### src/rtl/tone_sequencer_voice.sv
// tone_sequencer_voice: square-wave tone voice for the Simon Says sound path.
// Takes one note (frequency in Hz, duration in ms), toggles a square wave from
// a phase accumulator, times the note off a millisecond tick and pulses done.
// Optional feature macro: TONE_GAP_EN adds a silent GAP of GAP_MS ms after
// each note before done is reported.
module tone_sequencer_voice #(
  parameter int FREQ_W = 10,
  parameter int DUR_W  = 12,
  parameter int CPM_W  = 16,
  parameter int ACC_W  = 32,
  parameter int GAP_MS = 20
) (
  input  logic              clk,
  input  logic              rst,
  input  logic [CPM_W-1:0]  clk_per_ms,
  input  logic              start,
  input  logic [FREQ_W-1:0] freq,
  input  logic [DUR_W-1:0]  dur_ms,
  output logic              busy,
  output logic              done,
  output logic              sound
);

  // The remaining-ms counter is shared by the note and the gap, so it is
  // sized for whichever of the two can be longer.
  localparam int GAP_W = $clog2(GAP_MS + 1);
  localparam int REM_W = (GAP_W > DUR_W) ? GAP_W : DUR_W;

`ifdef TONE_GAP_EN
  typedef enum logic [1:0] {S_IDLE, S_TONE, S_GAP} state_t;
`else
  typedef enum logic [1:0] {S_IDLE, S_TONE} state_t;
`endif

  state_t              state_q, state_d;
  logic                busy_q, busy_d;
  logic                done_q, done_d;
  logic                sound_q, sound_d;
  logic [ACC_W-1:0]    acc_q, acc_d;
  logic [CPM_W-1:0]    ms_cnt_q, ms_cnt_d;
  logic [REM_W-1:0]    rem_q, rem_d;
  logic [FREQ_W-1:0]   freq_q, freq_d;

  logic [ACC_W-1:0]    half;
  logic                tick;
  logic [CPM_W-1:0]    ms_next;

  // Half a period of a 1 Hz tone, in units of clocks*Hz: toggling when the
  // accumulator crosses this value yields a square wave at freq Hz.
  assign half    = (ACC_W'(clk_per_ms) * ACC_W'(1000)) >> 1;
  assign tick    = (ms_cnt_q == (clk_per_ms - CPM_W'(1)));
  assign ms_next = tick ? '0 : (ms_cnt_q + CPM_W'(1));

  // Next-state logic for the note sequencer and tone generator.
  always_comb begin
    state_d  = state_q;
    busy_d   = busy_q;
    done_d   = 1'b0;
    sound_d  = sound_q;
    acc_d    = acc_q;
    ms_cnt_d = ms_cnt_q;
    rem_d    = rem_q;
    freq_d   = freq_q;

    case (state_q)
      S_IDLE: begin
        busy_d = 1'b0;
        if (start && (clk_per_ms != '0)) begin
          freq_d   = freq;
          acc_d    = '0;
          ms_cnt_d = '0;
          sound_d  = 1'b0;
          if (dur_ms == '0) begin
`ifdef TONE_GAP_EN
            if (GAP_MS == 0) begin
              done_d = 1'b1;
            end else begin
              state_d = S_GAP;
              rem_d   = REM_W'(GAP_MS);
              busy_d  = 1'b1;
            end
`else
            // Zero-length note: report completion on the next cycle.
            done_d = 1'b1;
`endif
          end else begin
            state_d = S_TONE;
            rem_d   = REM_W'(dur_ms);
            busy_d  = 1'b1;
          end
        end
      end

      S_TONE: begin
        ms_cnt_d = ms_next;
        if (freq_q != '0) begin
          if (acc_q >= half) begin
            sound_d = ~sound_q;
            acc_d   = acc_q + ACC_W'(freq_q) - half;
          end else begin
            acc_d   = acc_q + ACC_W'(freq_q);
          end
        end else begin
          // Rest note: stay silent and keep the phase frozen.
          sound_d = 1'b0;
        end
        if (tick) begin
          rem_d = rem_q - REM_W'(1);
          if (rem_q == REM_W'(1)) begin
            // Last tick of the note: silence overrides any toggle this cycle.
            sound_d  = 1'b0;
            ms_cnt_d = '0;
`ifdef TONE_GAP_EN
            if (GAP_MS == 0) begin
              state_d = S_IDLE;
              busy_d  = 1'b0;
              done_d  = 1'b1;
            end else begin
              state_d = S_GAP;
              rem_d   = REM_W'(GAP_MS);
            end
`else
            state_d = S_IDLE;
            busy_d  = 1'b0;
            done_d  = 1'b1;
`endif
          end
        end
      end

`ifdef TONE_GAP_EN
      S_GAP: begin
        ms_cnt_d = ms_next;
        sound_d  = 1'b0;
        if (tick) begin
          rem_d = rem_q - REM_W'(1);
          if (rem_q == REM_W'(1)) begin
            state_d = S_IDLE;
            busy_d  = 1'b0;
            done_d  = 1'b1;
          end
        end
      end
`endif

      default: begin
        state_d = S_IDLE;
        busy_d  = 1'b0;
        sound_d = 1'b0;
      end
    endcase
  end

  // State and output registers; reset aborts any note silently.
  always_ff @(posedge clk or negedge rst) begin
    if (!rst) begin
      state_q  <= S_IDLE;
      busy_q   <= 1'b0;
      done_q   <= 1'b0;
      sound_q  <= 1'b0;
      acc_q    <= '0;
      ms_cnt_q <= '0;
      rem_q    <= '0;
      freq_q   <= '0;
    end else begin
      state_q  <= state_d;
      busy_q   <= busy_d;
      done_q   <= done_d;
      sound_q  <= sound_d;
      acc_q    <= acc_d;
      ms_cnt_q <= ms_cnt_d;
      rem_q    <= rem_d;
      freq_q   <= freq_d;
    end
  end

  assign busy  = busy_q;
  assign done  = done_q;
  assign sound = sound_q;

endmodule

### config.mk
export PLATFORM = sky130hd
export DESIGN_NAME = tone_sequencer_voice
export DESIGN_NICKNAME = d
export VERILOG_FILES = /design/src/rtl/tone_sequencer_voice.sv
export SDC_FILE = /design/constraint.sdc
export NUM_CORES = 1
export LEC_CHECK = 0
export BUFFER_PORTS_ARGS = -buffer_cell sky130_fd_sc_hd__buf_2
export CORE_ASPECT_RATIO = 0.6
export CORE_MARGIN = 2
export CORE_UTILIZATION = 40
export DETAILED_ROUTE_END_ITERATION = 16
export GPL_ROUTABILITY_DRIVEN = 0
export PLACE_DENSITY = 0.6
export SYNTH_ARGS = -nofsm -noshare
export SYNTH_HDL_FRONTEND = slang
export SYNTH_SLANG_ARGS = --single-unit
### constraint.sdc
create_clock -name clk -period 10.8 [get_ports clk]
set_clock_uncertainty 0.1 [all_clocks]
set_input_delay 0.54 -clock clk [delete_from_list [all_inputs] [get_ports clk]]
set_output_delay 0.54 -clock clk [all_outputs]
set_load 0.1 [all_outputs]
==> impl_metrics.ini <==
[floorplan]
chipHeight_um = 123.0
start_util_pct = 40.83
core-area_um2 = 23130
rows = 43
die_w_um = 202.4
dieArea_um2 = 24900
io_pins = 44

[critical_path]
worstPathRequired_ns = 10.98
worstSetupPathType = primary input to flop
start_kind = primary input
slowest_delay_ns = 0.92
reg2reg_slack_ns = 5.29
critPathSlowestCell = a21oi_4
crit_path_end_kind = flop
arrival_ns = 8.15
cp_top_family = compound AO/OA/AOI/OAI gates
critPathMaxFanout = 42
crit_top_cell = o21ai_0
critPathBufInv = 4

[sta]
grt_setup_unrepaired = no
fmax_mhz = 125.4
hold_ws_ns = 0.01333
finalSetupViolations = 0
relSlewSlack_pct = 19.52
hold_violations = 0
min_period_ns = 7.975
fin_ws_ns = 2.825
drv_slew = 0
tightest_slew_ns = 1.207
tns_ns = 0
fin_crit_sh_pct = 73.85

[global_route]
grt_usage_pct = 20.88
grt_max_degree = 48
first_global_vias = 7668
grt_pass1_wl_mm = 41.11
antenna_found_initial = 0
overflow = 0

[placed_design]
io_buffer_count = 43
dp_hpwl_mm = 19.75
place_inst = 1440
preCtsSetupSlack_ns = 2.511

[clock_network]
cts.sink_count = 74
path_clk_slew_ns = 0.06
cts.hold.buffers_added = 0
cts-root-buf = clkbuf_16
clk_path_buf_depth = 2
clock_latency_ns = 0.35
cts_tree = built
htree_levels = 3
cts_resized = 0
numCtsBuffers = 9
postCtsSetupRepairBufs = 0

[detailed_routing]
vias = 7996
wl_mm = 24.94
drt_first_iter_violations = 628
remaining_drc_errors = 0
drtAntennaViolNets = 0
routed_via_density = 5.496
wire_per_inst_um = 17.14
dr.pass1.iters = 6

[min_path]
hp-class = primary input to async pin

[logic_synthesis]
synthFlopType = dfrtp_1
netlist_area_um2 = 9447
avgSynthCellArea_um2 = 8.588
yosys_warnings = 0
ys_seq_area_share_pct = 19.60
synth_area_leaders = dfrtp_1 (20%), ha_1 (17%), fa_1 (12%)
yosys.area.top_type_share_pct = 19.60
yosys-top-cells-count = ha_1 (129), inv_1 (103), o21ai_0 (81)
async_flop_share_pct = 100.0
yosysTopAreaCell = dfrtp_1
synth_cell_types = 73
ys_ff_latch = 74
synth_nets = 1326
synth_enable_flop_cells = 0
synth.most_common_cell = ha_1
synthCells = 1100

[outcome]
status = finished clean

[final_layout]
drive_gt1_share_pct = 8.684
n_antenna_cell = 0
syn_to_final_growth_pct = 9.430
layout.cells.non_filler = 1455
nNetsFinal = 1362

[job]
max_cap_violations = 0
## logic make-up after synthesis
group,Yosys count,synth area share [%]
mux,15,1.735
xor+xnor,94,8.715
simple gates,321,17.35
compound gates,281,18.25
fa+ha+maj,187,29.17
buf+inv,128,5.179
flops,74,19.60
## metal layers
layer,routed length [um],up-vias,global-route usage (%)
met5,52,-,1.587
li1,-,3958,-
met1,13790,3819,33.78
met2,9562,195,28.40
met3,1324,22,3.875
met4,216,2,3.011
## worst paths after layout
kind                                       from               endpoint  cells after the start
max                               clk_per_ms[1]  acc_q[10]$_DFFE_PN0P_                     29
min                                         rst   rem_q[1]$_DFFE_PN0P_                      1
max reg2reg                acc_q[0]$_DFFE_PN0P_  acc_q[28]$_DFFE_PN0P_                     19
min reg2reg                    busy$_DFFE_PN0P_       busy$_DFFE_PN0P_                      2
max in group asynchronous                   rst  acc_q[31]$_DFFE_PN0P_                      2
min in group clk                        freq[4]  freq_q[4]$_DFFE_PN0P_                      2
## flip-flops by register name, summed over array words and instances (netlist names)
name,count
acc_q,32
ms_cnt_q,16
rem_q,12
freq_q,10
busy,1
done,1
sound,1
state_q,1
## final cells by class
class | count | area [um2]
fill | 2354 | 12800
multi-input combinational | 898 | 7117
sequential | 74 | 1852
tap | 315 | 394.1
inverter | 103 | 386.6
timing repair buffer | 50 | 270.3
clock buffer | 10 | 239.0
clock inverter | 5 | 78.83
## through the flow
step | util [%] | area, um2
3_5_place_dp | 43.31 | 10020
5_1_grt | 44.68 | 10340
3_3_place_gp | 43.31 | 10020
6_report | 44.68 | 10340
4_1_cts | 44.68 | 10340
2_1_floorplan | - | 9447
## placed cells by master (no fill, tap or decap), types with 27 or more instances in the layout
cell	Yosys	final
ha_1	129	129
inv_1	103	103
o21ai_0	81	81
dfrtp_1	74	74
nor2_1	70	70
a21oi_1	71	70
nand2_1	68	68
fa_1	56	56
xnor2_1	53	53
nand3_1	46	46
buf_2	4	42
xor2_1	41	41
and3_1	31	31
o21ai_1	27	27
Power is not shown: default switching activity piles up to over one toggle a cycle in this logic, so the estimate is an artifact.
